File: config.mk
export PLATFORM = sky130hd
export DESIGN_NAME = cla_pipe_n
export DESIGN_NICKNAME = d
export VERILOG_FILES = /design/src/rtl/cla_pipe_n.sv
export SDC_FILE = /design/constraint.sdc
export NUM_CORES = 1
export LEC_CHECK = 0
export ABC_CLOCK_PERIOD_IN_PS = 3200
export BUFFER_PORTS_ARGS = -buffer_cell sky130_fd_sc_hd__buf_2
export CELL_PAD_IN_SITES_DETAIL_PLACEMENT = 1
export CELL_PAD_IN_SITES_GLOBAL_PLACEMENT = 1
export CORE_MARGIN = 3
export CORE_UTILIZATION = 30
export CTS_BUF_LIST = sky130_fd_sc_hd__clkbuf_2
export DETAILED_ROUTE_END_ITERATION = 12
export GPL_TIMING_DRIVEN = 0
export PLACE_DENSITY = 0.61
export SYNTH_ARGS = -nofsm -noshare
export SYNTH_HDL_FRONTEND = slang
export SYNTH_SLANG_ARGS = --single-unit
export TNS_END_PERCENT = 1
File: constraint.sdc
create_clock -name clk -period 3.2 [get_ports clk]
set_clock_uncertainty 0.15 [all_clocks]
set_input_delay 0.32 -clock clk [delete_from_list [all_inputs] [get_ports clk]]
set_output_delay 0.32 -clock clk [all_outputs]
set_load 0.005 [all_outputs]
File: src/rtl/cla_pipe_n.sv
// -----------------------------------------------------------------------------
// cla_pipe_n : pipelined N-bit carry-lookahead adder.
//
// The N-bit add is cut into K segments of SEG = N/K bits, one per pipeline
// stage. Stage j adds bits [j*SEG +: SEG] with a per-bit generate/propagate
// lookahead chain. The carry-in is ci for stage 0 and the registered carry
// of stage j-1 otherwise. Each stage registers four things:
//   - its segment sum,
//   - its segment carry-out,
//   - the operand bits that later stages have not consumed yet (operand skew),
//   - the sum bits already produced by earlier stages (sum deskew).
// N mod K must be 0. K = 1 is legal.
//
// Optional feature, macro CLA_PIPE_OVF_EN:
//   When defined, port ovf exists and reports two's-complement overflow. It is
//   computed as (carry into bit N-1) XOR co and is aligned with s/co.
//
// Ports:
//   clk        in   clock, rising edge
//   rst        in   asynchronous, active-high reset
//   a, b       in   N-bit operands
//   ci         in   carry-in
//   in_valid   in   a/b/ci valid this cycle
//   in_ready   out  pipeline can accept this cycle
//   s          out  N-bit sum
//   co         out  carry-out of bit N-1
//   out_valid  out  s/co hold a valid result
//   ovf        out  signed overflow (only with CLA_PIPE_OVF_EN)
//   out_ready  in   consumer accepts the result this cycle
//
// Handshake: the input transfers when in_valid & in_ready, and the output
// transfers when out_valid & out_ready. The pipeline stalls globally. It
// advances when (!out_valid | out_ready), and in_ready equals that advance
// term, so in_ready depends combinationally on out_ready. While stalled,
// every stage holds. An advance with in_valid=0 inserts a bubble.
// -----------------------------------------------------------------------------
module cla_pipe_n #(
    parameter int N = 16,
    parameter int K = 4
) (
    input  logic         clk,
    input  logic         rst,
    input  logic [N-1:0] a,
    input  logic [N-1:0] b,
    input  logic         ci,
    input  logic         in_valid,
    output logic         in_ready,
    output logic [N-1:0] s,
    output logic         co,
    output logic         out_valid,
`ifdef CLA_PIPE_OVF_EN
    output logic         ovf,
`endif
    input  logic         out_ready
);

    localparam int SEG = N / K;

    logic w_adv;

    assign w_adv    = !out_valid || out_ready;
    assign in_ready = w_adv;

    for (genvar j = 0; j < K; j++) begin : g_stage
        logic [SEG-1:0]       w_seg_a;
        logic [SEG-1:0]       w_seg_b;
        logic [SEG-1:0]       w_g;
        logic [SEG-1:0]       w_p;
        logic                 w_cin;
        logic                 w_vin;
        logic [SEG:0]         w_c;
        logic [SEG-1:0]       w_sum;
        logic [(j+1)*SEG-1:0] w_s_next;
        logic                 r_v;
        logic                 r_c;
        logic [(j+1)*SEG-1:0] r_s;

        if (j == 0) begin : g_src
            assign w_seg_a  = a[SEG-1:0];
            assign w_seg_b  = b[SEG-1:0];
            assign w_cin    = ci;
            assign w_vin    = in_valid;
            assign w_s_next = w_sum;
        end else begin : g_src
            // This stage consumes the low SEG bits of the skewed operands
            // held by the previous stage.
            assign w_seg_a  = g_stage[j-1].g_ops.r_a[SEG-1:0];
            assign w_seg_b  = g_stage[j-1].g_ops.r_b[SEG-1:0];
            assign w_cin    = g_stage[j-1].r_c;
            assign w_vin    = g_stage[j-1].r_v;
            assign w_s_next = {w_sum, g_stage[j-1].r_s};
        end

        assign w_g = w_seg_a & w_seg_b;
        assign w_p = w_seg_a | w_seg_b;

        always_comb begin
            w_c    = '0;
            w_c[0] = w_cin;
            for (int i = 0; i < SEG; i++) begin
                w_c[i+1] = w_g[i] | (w_p[i] & w_c[i]);
            end
        end

        assign w_sum = w_seg_a ^ w_seg_b ^ w_c[SEG-1:0];

        always_ff @(posedge clk or posedge rst) begin
            if (rst) begin
                r_v <= 1'b0;
                r_c <= 1'b0;
                r_s <= '0;
            end else if (w_adv) begin
                r_v <= w_vin;
                r_c <= w_c[SEG];
                r_s <= w_s_next;
            end
        end

        // Operand bits above this segment travel along with the add. The
        // last stage has none left to carry.
        if (j < K - 1) begin : g_ops
            localparam int UW = N - (j + 1) * SEG;
            logic [UW-1:0] w_up_a;
            logic [UW-1:0] w_up_b;
            logic [UW-1:0] r_a;
            logic [UW-1:0] r_b;

            if (j == 0) begin : g_up
                assign w_up_a = a[N-1:SEG];
                assign w_up_b = b[N-1:SEG];
            end else begin : g_up
                assign w_up_a = g_stage[j-1].g_ops.r_a[UW+SEG-1:SEG];
                assign w_up_b = g_stage[j-1].g_ops.r_b[UW+SEG-1:SEG];
            end

            always_ff @(posedge clk or posedge rst) begin
                if (rst) begin
                    r_a <= '0;
                    r_b <= '0;
                end else if (w_adv) begin
                    r_a <= w_up_a;
                    r_b <= w_up_b;
                end
            end
        end
    end

    assign s         = g_stage[K-1].r_s;
    assign co        = g_stage[K-1].r_c;
    assign out_valid = g_stage[K-1].r_v;

`ifdef CLA_PIPE_OVF_EN
    // Carry into the MSB, captured alongside the final segment.
    logic r_c_msb;

    always_ff @(posedge clk or posedge rst) begin
        if (rst) begin
            r_c_msb <= 1'b0;
        end else if (w_adv) begin
            r_c_msb <= g_stage[K-1].w_c[SEG-1];
        end
    end

    assign ovf = r_c_msb ^ co;
`endif

endmodule
* Word-level counts from Yosys, hierarchy flattened *
Cells that the tools add are included.

cells by class
  bitwise gates (word level) = 48
  reduce and logical (&&, ||, !) cells = 2

operators by type and width
  operator          count
  $xor 4x4->4       8
  $and 1x1->1       16
  $and 4x4->4       4
  $or 1x1->1        16
  $or 4x4->4        4
  $logic_not 1->1   1
  $logic_or 1x1->1  1

storage, ports and cells
  flip-flop bits (word level) = 96
  output and inout port bits = 19
  word-level logic and storage cells = 68

* Longest topological paths before layout *
Gate-level depths: netlist (run 1).

  word-level depth = 9
  mapped depth = 6
  depth with buffers taken out = 6

* Worst setup path before layout (run 1) *
No wires, ideal clock.

  path type = reg2reg
  start = register g_stage[1].r_c
  end = register g_stage[2].r_s[11]
  buffers on the path = 0
  required time = 2.925 ns
  stages on the path, launching flop included = 7
  path slack = 0.860 ns
  arrival = 2.065 ns
  cell sequence = dfrtp_1 -> inv_1 -> fa_1 -> fa_1 -> fa_1 -> fa_1 -> a21oi_1

on the way
  cells in the longest elaborated chain, start to end = 7

ends and longest elaborated chain
  what                    line  text
  from (decl)             75    logic r_c;
  from (signal assigned)  114   r_c <= w_c[SEG];
  $and 1x1->1             101   w_c[i+1] = w_g[i] | (w_p[i] & w_c[i]);
  $or 1x1->1              101
  $and 1x1->1             101
  $or 1x1->1              101
  $and 1x1->1             101
  $or 1x1->1              101
  $xor 4x4->4             105   assign w_sum = w_seg_a ^ w_seg_b ^ w_c[SEG-1:0];
  to (signal assigned)    115   r_s <= w_s_next;
  to (decl)               76    logic [(j+1)*SEG-1:0] r_s;

Every way passes these cells.
A chain may end at the register's enable or synchronous reset.

* Final worst setup path (run 1) *
  start = register g_stage[3].r_v, in the netlist out_valid
  end = output in_ready

on the way
  cells in the longest elaborated chain, start to end = 2

ends and longest elaborated chain
  what                    line  text
  from (decl)             74    logic r_v;
  from (signal assigned)  113   r_v <= w_vin;
  $logic_not 1->1         61    assign w_adv = !out_valid || out_ready;
  $logic_or 1x1->1        61
  to (decl)               47    output logic in_ready,

Every way passes these cells.

==> metrics.log, run 1 <==
[metrics] global router's overall resource usage: between 10% and 20%
[metrics] initial antenna violation count: 0
[metrics] Tightest Pin Transition: 568 ps
[metrics] count of flip-flops with a built-in enable after synthesis: 0
[metrics] Slew HR: approximately 62%
[metrics] share of synthesized flip-flops with an asynchronous set or reset: 100%
[metrics] proportion of power drawn by the clock network: 15.6%
[metrics] DR vias: 2394
[metrics] WP data arrival: 2090 ps
[metrics] Starting Density: 30.8%
[metrics] count of placed standard cells in the final layout, fillers left out: 555
[metrics] CTS tree: yes
[metrics] Net Switching: 1.32 mW
[metrics] Detailed Place HPWL: 5790 um
[metrics] gate family responsible for the most delay along the worst path: buffers and inverters
[metrics] CP max stage delay: 570 ps
[metrics] Setup Crit Path Kind: flip-flop to output pin
[metrics] number of design rule violations left after detail routing: 0
[metrics] Die Span Y: 123 um
[metrics] min Tclk post-route: 2560 ps
[metrics] slowest cell on the critical path: sky130_fd_sc_hd__dfrtp_1
[metrics] number of slew-limit violations in the final report: 0
[metrics] combinational fraction of design power: 36.3%
[metrics] Clock Tree Root: sky130_fd_sc_hd__clkbuf_2
[metrics] area share of the largest cell type after synthesis: between 50% and 60%
[metrics] remaining number of nets flagged by the antenna check after routing: 0
[metrics] via/cell ratio: 4.31
[metrics] number of violations of the max-capacitance limit: 0
[metrics] insertion delay of the later-clocked pin in the worst-skew pair: 550 ps
[metrics] area growth from synthesis to final layout: 23.5%
[metrics] clock sink count: between 90 and 100
[metrics] Top FF cell, synth: sky130_fd_sc_hd__dfrtp_1
[metrics] worst-case setup slack after placement: 584 ps
[metrics] cell type with the largest total area after synthesis: sky130_fd_sc_hd__dfrtp_1
[metrics] Non-Filler Cell Area, Final: 5060 um^2
[metrics] unrepaired setup endpoints after global routing: false
[metrics] sort of element at the end of the critical path: output pin
[metrics] most frequent cell after synthesis: sky130_fd_sc_hd__dfrtp_1
[metrics] cts bufs inserted: 9
[metrics] Cell variety after synth: 13
[metrics] Crit Reg-Reg Startpoint: g_stage[2].r_c
[metrics] wire length of the first global-routing pass: 13700 um
[metrics] number of placement rows: 42
[metrics] Antenna diodes: 0
[metrics] post-route clock period utilization: 80.0%
[metrics] most frequent cells after synthesis: sky130_fd_sc_hd__dfrtp_1, sky130_fd_sc_hd__mux2_2, sky130_fd_sc_hd__inv_1, sky130_fd_sc_hd__a21oi_1, sky130_fd_sc_hd__nor3b_1
[metrics] proportion of synthesized chip area in sequential cells: 58.6%
[metrics] average wire per cell in the routed design: 14.7 um
[metrics] crit start category: flip-flop
[metrics] Max Clock Freq: a little under 400 MHz
[metrics] status: finished clean
[metrics] Final Hold Viols: 0
[metrics] chip width: 123 um
[metrics] Hold WC Path Type: input port to flip-flop
[metrics] number of buffers inserted by port buffering: 54
[metrics] largest voltage drop on the vdd net: 0.334 mV
[metrics] net count of the finished layout: approximately 430
[metrics] cell count after placement: a little over 500
[metrics] detailed-router iteration count before antenna repair: 4
[metrics] internal power component: 2.84 mW
[metrics] routability congestion estimate from global placement: 0.693
[metrics] clock tree buffer depth: 2
[metrics] fraction of layout cells with a size suffix above 1: 42.2%
[metrics] Most common cell on crit path: sky130_fd_sc_hd__buf_2
[metrics] Syn Inst Count: around 280
[metrics] leakage power summed over all cells: 2.33 nW
[metrics] final global-route overflow total: 0
[metrics] clock slew at the register clock pins of the worst setup and hold paths: 230 ps
[metrics] accumulated negative setup slack: 0 ps
[metrics] startpoint of the worst setup timing path: out_valid
[metrics] largest fanout on the critical path: 10
[metrics] pin count of the biggest net entering global routing: 65
[metrics] core region area: 13300 um^2
[metrics] Post-Syn Nets: 330
[metrics] Critical Path, Cell by Cell: nand2b_4, buf_6, buf_2, buf_2, buf_2
[metrics] wire length after detailed routing: 8130 um
[metrics] Tot Pwr: 4.16 mW
[metrics] number of H-tree levels: 3
[metrics] power per standard cell area: 821 nW/um^2
[metrics] Critical Path RT: 2730 ps
[metrics] synthesis-stage register bit count: 96
[metrics] via count of the first global-routing pass: approximately 2700
[metrics] proportion of total power due to net switching: 31.7%
[metrics] Buf/Inv on CP: 4
[metrics] Worst Setup Slack, final: 642 ps
[metrics] area of the die: between 15000 and 20000 um^2
[metrics] Seq pwr share: just under 50%
[metrics] top-level port count: 56
[metrics] mapped cell area: 4100 um^2
[metrics] iteration-0 DRC count of the detailed router: 32
[metrics] synthesized area divided by synthesized cell count: about 15 um^2
[metrics] cell types occupying the most area after synthesis: sky130_fd_sc_hd__dfrtp_1, sky130_fd_sc_hd__mux2_2, sky130_fd_sc_hd__fa_1, sky130_fd_sc_hd__mux2_4, sky130_fd_sc_hd__inv_1
[metrics] launch point of the worst hold path: b[3]
[metrics] Setup violations, final: 0
[metrics] Placement Cell Area: 4620 um^2
[metrics] count of yosys warnings during synthesis: 0
==> flip-flops by register name (all words and copies together), names as in the netlist <==
register / flops
g_stage.r_v: 3
g_stage.g_ops.r_b: 24
s: 16
g_stage.r_s: 24
g_stage.r_c: 3
out_valid: 1
g_stage.g_ops.r_a: 24
co: 1
==> repair_timing <==
item                                   4_1_cts  5_1_grt
buffers inserted                             0        0
gates resized for setup                      0        0
hold buffers                                31        0
endpoints found under the hold margin      121        0
==> stage by stage <==
step | hold WS (ps) | util (%)
finish | 56.3 | 38.1
floorplan | 280 | -
global placement | 293 | 34.5
detailed placement | 220 | 34.7
CTS | 0.301 | 38.1
global route | 8.71 | 38.1
==> worst reg2reg max path, stage by stage, from the launching register on <==
cell	delay (ps)
sky130_fd_sc_hd__dfrtp_1	390
sky130_fd_sc_hd__inv_1	70
sky130_fd_sc_hd__fa_1	440
sky130_fd_sc_hd__fa_1	400
sky130_fd_sc_hd__fa_1	430
sky130_fd_sc_hd__fa_1	500
sky130_fd_sc_hd__a21oi_1	60
==> logic make-up after synthesis <==
| kind of cell | Yosys count | synth area share, % |
|---|---|---|
| buffers and inverters | 51 | 5.65 |
| and+or+nand+nor | 19 | 3.60 |
| AOI/OAI and AO/OA | 17 | 2.08 |
| DFF | 96 | 58.6 |
| muxes | 78 | 22.3 |
| adders and majority gates | 16 | 7.81 |
==> path summary, 6_finish.rpt <==
path,slack [ps],depth (start not counted),to
hold / removal,60,4,g_stage[0].r_s[3]
hold reg to reg,350,1,out_valid
setup reg to reg,680,6,s[15]
max in group asynchronous,2110,4,s[6]
min in group asynchronous,130,3,g_stage[2].r_c
setup / recovery,640,5,in_ready
==> cells in the final DEF, fill, tap and decap left out, types with 3 or more instances in the layout <==
cell type,instances
sky130_fd_sc_hd__dfrtp_1,96
sky130_fd_sc_hd__mux2_2,65
sky130_fd_sc_hd__buf_2,62
sky130_fd_sc_hd__inv_1,36
sky130_fd_sc_hd__dlygate4sd3_1,31
sky130_fd_sc_hd__nor3b_1,17
sky130_fd_sc_hd__a21oi_1,17
sky130_fd_sc_hd__fa_1,16
sky130_fd_sc_hd__mux2_4,10
sky130_fd_sc_hd__clkbuf_2,10
sky130_fd_sc_hd__buf_6,4
sky130_fd_sc_hd__mux2i_1,3
sky130_fd_sc_hd__clkinv_2,3
==> cell type report <==
type | instances | area, um^2
Clock buffer | 10 | 50.0
Inverter | 37 | 141
Timing Repair Buffer | 86 | 608
Buffer | 14 | 92.6
Fill cell | 1432 | 8230
Sequential cell | 96 | 2400
Multi-Input combinational cell | 130 | 1470
Clock inverter | 6 | 83.8
Tap cell | 176 | 220
==> metal layers <==
layer,up-vias,GRT usage (%),wire [um]
li1,1104,-,-
met1,1241,15.2,3560
met2,41,20.6,4130
met3,8,3.25,357
met4,0,3.15,92
met5,-,0,0
==> power groups by stage <==
stage          Sequential, mW  Clock [mW]  Combinational [mW]
3_3_place_gp             2.02           0                1.45
6_report                 2.00       0.649                1.51
4_1_cts                  2.01       0.681                1.57
2_1_floorplan            1.96           0                1.08
5_1_grt                  2.09       0.733                1.72
3_5_place_dp             2.05           0                1.53
No activity file was read; power rests on OpenSTA's default activity.
==> inputs of run 2 (changes only) <==
- ABC_CLOCK_PERIOD_IN_PS: 3200 -> 2200
- clock period: 3.2 -> 2.2 ns (I/O delays scaled with it)
==> run 2 against run 1 <==
  * Sequential share of layout area is 0.31 points lower
  * Via count is 0.38% lower
  * Cell area is 0.72% higher
  * Sequential power is 45% higher
  * Largest cell class unchanged
  * Core utilization is 0.27 points higher
  * Register-to-register slack worse by 840 ps
  * First-iteration DRC count is 84% higher
  * Highest routed layer unchanged
  * Critical path depth is 1 higher
  * The flow now finishes with violations (negative setup slack)
  * Cell count is 0.72% higher
==> metrics.log, run 2 (synthesis gave the netlist of run 1 again) <==
[metrics] number of placement rows: 42
[metrics] Final Hold Viols: 0
[metrics] count of placed standard cells in the final layout, fillers left out: around 560
[metrics] area growth from synthesis to final layout: 24.4%
[metrics] largest voltage drop on the vdd net: 0.468 mV
[metrics] average wire per cell in the routed design: 14.9 um
[metrics] fraction of layout cells with a size suffix above 1: 44.6%
[metrics] pin count of the biggest net entering global routing: 42
[metrics] remaining number of nets flagged by the antenna check after routing: 0
[metrics] most common library cell in the layout ignoring fill and taps: sky130_fd_sc_hd__dfrtp_1
[metrics] post-route clock period utilization: 107%
[metrics] Die Span Y: 123 um
[metrics] Antenna diodes: 0
[metrics] accumulated negative setup slack: -528 ps
[metrics] iteration-0 DRC count of the detailed router: 59
[metrics] detailed-router iteration count before antenna repair: 3
[metrics] top-level port count: 56
[metrics] cts bufs inserted: 9
[metrics] Non-Filler Cell Area, Final: 5100 um^2
[metrics] Detailed Place HPWL: 5830 um
[metrics] Slew HR: approximately 64%
[metrics] wire length after detailed routing: approximately 8300 um
[metrics] crit start category: flip-flop
[metrics] number of slew-limit violations in the final report: 0
[metrics] Clock Tree Root: sky130_fd_sc_hd__clkbuf_2
[metrics] via count of the first global-routing pass: 2679
[metrics] DR vias: around 2400
[metrics] Tightest Pin Transition: around 540 ps
[metrics] Setup Crit Path Kind: flip-flop to flip-flop
[metrics] failing checks: negative setup slack
[metrics] chip width: 123 um
[metrics] filler cell count: 1424
[metrics] unrepaired setup endpoints after global routing: true
[metrics] Tot Pwr: 5.91 mW
[metrics] Max Clock Freq: 423 MHz
[metrics] leakage power summed over all cells: between 2 and 2.5 nW
[metrics] net count of the finished layout: 431
[metrics] min Tclk post-route: about 2400 ps
[metrics] number of buffers inserted by port buffering: between 50 and 60
[metrics] initial antenna violation count: 0
[metrics] area of the die: roughly 15000 um^2
[metrics] via/cell ratio: 4.27
[metrics] number of violations of the max-capacitance limit: 0
[metrics] number of design rule violations left after detail routing: 0
[metrics] clock slew at the register clock pins of the worst setup and hold paths: 250 ps
[metrics] cell count after placement: slightly above 500
[metrics] Starting Density: 30.8%
[metrics] core region area: 13300 um^2
[metrics] insertion delay of the later-clocked pin in the worst-skew pair: 540 ps
[metrics] number of H-tree levels: 3
[metrics] clock sink count: 96
[metrics] sort of element at the end of the critical path: flip-flop
[metrics] final global-route overflow total: 0
[metrics] power per standard cell area: 1160 nW/um^2
[metrics] Setup violations, final: 5
[metrics] status: complete, but fails checks
[metrics] routability congestion estimate from global placement: 0.707
[metrics] Worst Setup Slack, final: -162 ps
[metrics] global router's overall resource usage: 12.3%
[metrics] Final Core Density: 38.4%
[metrics] Placement Cell Area: 4630 um^2
[metrics] Hold WC Path Type: input port to async pin
[metrics] wire length of the first global-routing pass: 14000 um
[metrics] commonest cells after routing, fill and taps aside: sky130_fd_sc_hd__dfrtp_1, sky130_fd_sc_hd__mux2_2, sky130_fd_sc_hd__buf_2
[metrics] Critical Path RT: between 2000 and 2500 ps
[metrics] leading registers by flop count: g_stage.g_ops.r_a: 24 flops, g_stage.g_ops.r_b: 24 flops, g_stage.r_s: 24 flops
[metrics] clock tree buffer depth: 2
[metrics] CTS tree: yes
[metrics] WP data arrival: 2650 ps
[metrics] largest fanout on the critical path: 2
run 2: path summary, 6_finish.rpt:
path,cells after the start,to,slack (ps),start
setup reg to reg,6,g_stage[2].r_s[11],-160,g_stage[1].g_ops.r_b[0]
min in group clk,5,g_stage[0].r_s[3],150,a[2]
hold reg to reg,1,out_valid,340,g_stage[2].r_v
hold / removal,3,g_stage[0].g_ops.r_b[1],60,rst
max in group asynchronous,4,out_valid,1250,rst
setup / recovery,6,g_stage[2].r_s[11],-160,g_stage[1].g_ops.r_b[0]
run 2: routing by layer:
layer	track usage, %	part of all wire (%)	vias up	wire (um)
li1	-	-	1109	-
met1	15.5	44	1231	3660
met2	20.9	51	40	4240
met3	3.29	4.0	5	333
met4	3.57	0.99	0	82
met5	0	0	-	0
run 2: critical path, cell delays in order (launching register included):
cell	delay, ps
sky130_fd_sc_hd__dfrtp_1	410
sky130_fd_sc_hd__inv_1	60
sky130_fd_sc_hd__fa_2	360
sky130_fd_sc_hd__fa_2	340
sky130_fd_sc_hd__fa_2	350
sky130_fd_sc_hd__fa_2	540
sky130_fd_sc_hd__a21oi_1	60
run 2: layout make-up:
type / count / area, um^2 / share of cell area, %
tap: 176 / 220 / 4.32
sequential: 96 / 2400 / 47.1
timing repair buffer: 91 / 658 / 12.9
clock inverter: 6 / 26.3 / 0.515
multi-input combinational: 130 / 1500 / 29.4
buffer: 13 / 97.6 / 1.91
inverter: 37 / 143 / 2.80
clock buffer: 10 / 50.0 / 0.981
run 2: what timing repair did:
action / 4_1_cts / 5_1_grt
resized for setup: 15 / 3
cloned: 0 / 0
pin swaps: 1 / 1
hold buffers: 34 / 0
setup endpoints to repair: 7 / 7
buffers inserted: 1 / 0
hold endpoints to repair: 133 / 0
run 2: power by group:
group / internal (mW) / switching, mW / total [mW]
registers: 2.52 / 0.393 / 2.91
clock network: 0.135 / 0.555 / 0.690
logic: 1.31 / 1.00 / 2.31
run 2: stage by stage:
| step | hold slack, ps | setup slack (ps) |
|---|---|---|
| after floorplan | 218 | -140 |
| after global placement | 292 | -314 |
| after detailed placement | 130 | -316 |
| after CTS | 11.2 | -172 |
| after global routing | 14.0 | -221 |
| final | 56.3 | -162 |
==> inputs of run 3 (changes only) <==
--- a/config.mk
+++ b/config.mk
@@ -7,4 +7,4 @@
 export LEC_CHECK = 0
-export ABC_CLOCK_PERIOD_IN_PS = 2200
-export BUFFER_PORTS_ARGS = -buffer_cell sky130_fd_sc_hd__buf_2
+export ABC_CLOCK_PERIOD_IN_PS = 2900
+export BUFFER_PORTS_ARGS = -buffer_cell sky130_fd_sc_hd__clkbuf_2
 export CELL_PAD_IN_SITES_DETAIL_PLACEMENT = 1
@@ -16,3 +16,3 @@
 export GPL_TIMING_DRIVEN = 0
-export PLACE_DENSITY = 0.61
+export PLACE_DENSITY = 0.59
 export SYNTH_ARGS = -nofsm -noshare
==> constraint.sdc (replaced) <==
create_clock -name clk -period 2.9 [get_ports clk]
set_clock_uncertainty 0.15 [all_clocks]
set_input_delay 0.29 -clock clk [delete_from_list [all_inputs] [get_ports clk]]
set_output_delay 0.29 -clock clk [all_outputs]
set_load 0.01 [all_outputs]
==> run 3 against run 2 <==
  * The run now ends clean
  * Wire length shrank 0.25%
  * Cell area grew 0.25%
  * Worst hold slack gained 81 ps
  * Via count grew 0.88%
  * Clock power grew 3.8%
  * Cell count grew 0.18%
  * Sequential share of layout area shrank 0.14 points
  * Highest routed layer unchanged
==> metrics.log, run 3 (synthesis gave the netlist of run 1 again) <==
[metrics] core region area: 13300 um^2
[metrics] leading registers by flop count: g_stage.g_ops.r_a: 24 flops, g_stage.g_ops.r_b: 24 flops, g_stage.r_s: 24 flops
[metrics] number of buffers inserted by port buffering: 54
[metrics] number of violations of the max-capacitance limit: 0
[metrics] slowest cell on the critical path: sky130_fd_sc_hd__dlygate4sd3_1
[metrics] fraction of layout cells with a size suffix above 1: 41.7%
[metrics] commonest cells after routing, fill and taps aside: sky130_fd_sc_hd__dfrtp_1, sky130_fd_sc_hd__clkbuf_2, sky130_fd_sc_hd__mux2_2
[metrics] top-level port count: 56
[metrics] number of slew-limit violations in the final report: 0
[metrics] Critical Path, Cell by Cell: dlygate4sd3_1, clkbuf_2, inv_1, fa_1, fa_1, fa_1, dlygate4sd3_1, a21oi_1
[metrics] Tightest Pin Transition: roughly 550 ps
[metrics] min Tclk post-route: 2590 ps
[metrics] most common library cell in the layout ignoring fill and taps: sky130_fd_sc_hd__dfrtp_1
[metrics] post-route clock period utilization: roughly nine tenths
[metrics] Clock Tree Root: sky130_fd_sc_hd__clkbuf_2
[metrics] count of placed standard cells in the final layout, fillers left out: between 500 and 600
[metrics] pin count of the biggest net entering global routing: 42
[metrics] Critical Path RT: 3220 ps
[metrics] Die Span Y: 123 um
[metrics] Post-CTS Resized: 0
[metrics] global router's overall resource usage: 12.2%
[metrics] via count of the first global-routing pass: 2659
[metrics] unrepaired setup endpoints after global routing: false
[metrics] DR vias: about 2400
[metrics] Final Core Density: 38.5%
[metrics] initial antenna violation count: 0
[metrics] number of design rule violations left after detail routing: 0
[metrics] largest fanout on the critical path: 1
[metrics] Setup Crit Path Kind: input port to flip-flop
[metrics] leakage power summed over all cells: 2.36 nW
[metrics] sequential standard cell area: around 2400 um^2
[metrics] Worst Setup Slack, final: 308 ps
[metrics] clock slew at the register clock pins of the worst setup and hold paths: approximately 240 ps
[metrics] Max Clock Freq: 386 MHz
[metrics] cell count after placement: 509
[metrics] Antenna diodes: 0
[metrics] Non-Filler Cell Area, Final: approximately 5000 um^2
[metrics] wire length after detailed routing: 8300 um
[metrics] iteration-0 DRC count of the detailed router: 44
[metrics] number of H-tree levels: 3
[metrics] Hold WC Path Type: input port to async pin
[metrics] clock tree buffer depth: 2
[metrics] insertion delay of the later-clocked pin in the worst-skew pair: 540 ps
[metrics] net count of the finished layout: ~430
[metrics] final global-route overflow total: 0
[metrics] Hold WS: 137 ps
[metrics] Final Hold Viols: 0
[metrics] Detailed Place HPWL: 5940 um
[metrics] largest voltage drop on the vdd net: slightly below 0.4 mV
[metrics] average wire per cell in the routed design: 14.8 um
[metrics] accumulated negative setup slack: 0 ps
[metrics] CP max stage delay: 560 ps
[metrics] wire length of the first global-routing pass: 13900 um
[metrics] crit start category: input port
[metrics] remaining number of nets flagged by the antenna check after routing: 0
[metrics] WP data arrival: roughly 2900 ps
[metrics] worst-case setup slack after placement: 341 ps
[metrics] via/cell ratio: 4.30
[metrics] routability congestion estimate from global placement: 0.711
[metrics] Most common cell on crit path: sky130_fd_sc_hd__fa_1
[metrics] status: finished clean
[metrics] chip width: between 100 and 150 um
[metrics] number of placement rows: 42
[metrics] clock sink count: 96
[metrics] Placement Cell Area: 4630 um^2
[metrics] cts bufs inserted: 9
[metrics] area growth from synthesis to final layout: 24.7%
[metrics] Starting Density: 30.8%
[metrics] Slew HR: 63.5%
[metrics] power per standard cell area: 907 nW/um^2
[metrics] Setup violations, final: 0
[metrics] sort of element at the end of the critical path: flip-flop
[metrics] multi-input logic area: 1470 um^2
[metrics] Tot Pwr: ~4.6 mW
[metrics] area of the die: around 15000 um^2
[metrics] filler cell count: around 1400
[metrics] CTS tree: yes
[metrics] detailed-router iteration count before antenna repair: 4
-- run 3: repair_timing --
| action | in CTS | in global routing |
|---|---|---|
| hold buffers | 35 | 0 |
| endpoints found under the setup margin | 0 | 0 |
| endpoints found under the hold margin | 132 | 0 |
| setup buffers | 0 | 0 |
-- run 3: worst max-delay path, delay by kind of cell --
kind,cells,cell delay (ps)
AOI/OAI and AO/OA,1,60
adders and majority gates,3,1340
buffers and inverters,4,1210
-- run 3: final timing paths --
path,start,end,slack (ps),depth (start not counted)
worst max-delay path,b[1],g_stage[0].r_s[3],310,8
worst min-delay path,rst,g_stage[0].g_ops.r_a[1],140,3
worst max register to register,g_stage[2].r_c,s[15],370,6
worst min register to register,g_stage[2].r_v,out_valid,350,1
max in group asynchronous,rst,s[15],1860,4
min in group clk,a[2],g_stage[0].r_c,200,5
-- run 3: layer usage --
metal / GRT usage [%] / part of all wire [%]
met3: 4.12 / 4.5
met5: 0 / 0
met2: 20.3 / 50
met4: 2.94 / 0.95
met1: 15.5 / 44
-- run 3: area by class of cell --
cell class              count  share of cell area [%]
inverters                  37                    2.79
well taps                 176                    4.31
repair buffers             91                    12.9
plain buffers              14                    1.81
clock inverters             4                    1.35
clock buffers              12                    1.17
multi-input cells         130                    28.7
flip-flops and latches     96                    47.0
-- run 3: power breakdown --
group / switching [mW] / internal [mW]
logic: 0.768 / 0.938
clock network: 0.424 / 0.292
registers: 0.306 / 1.91
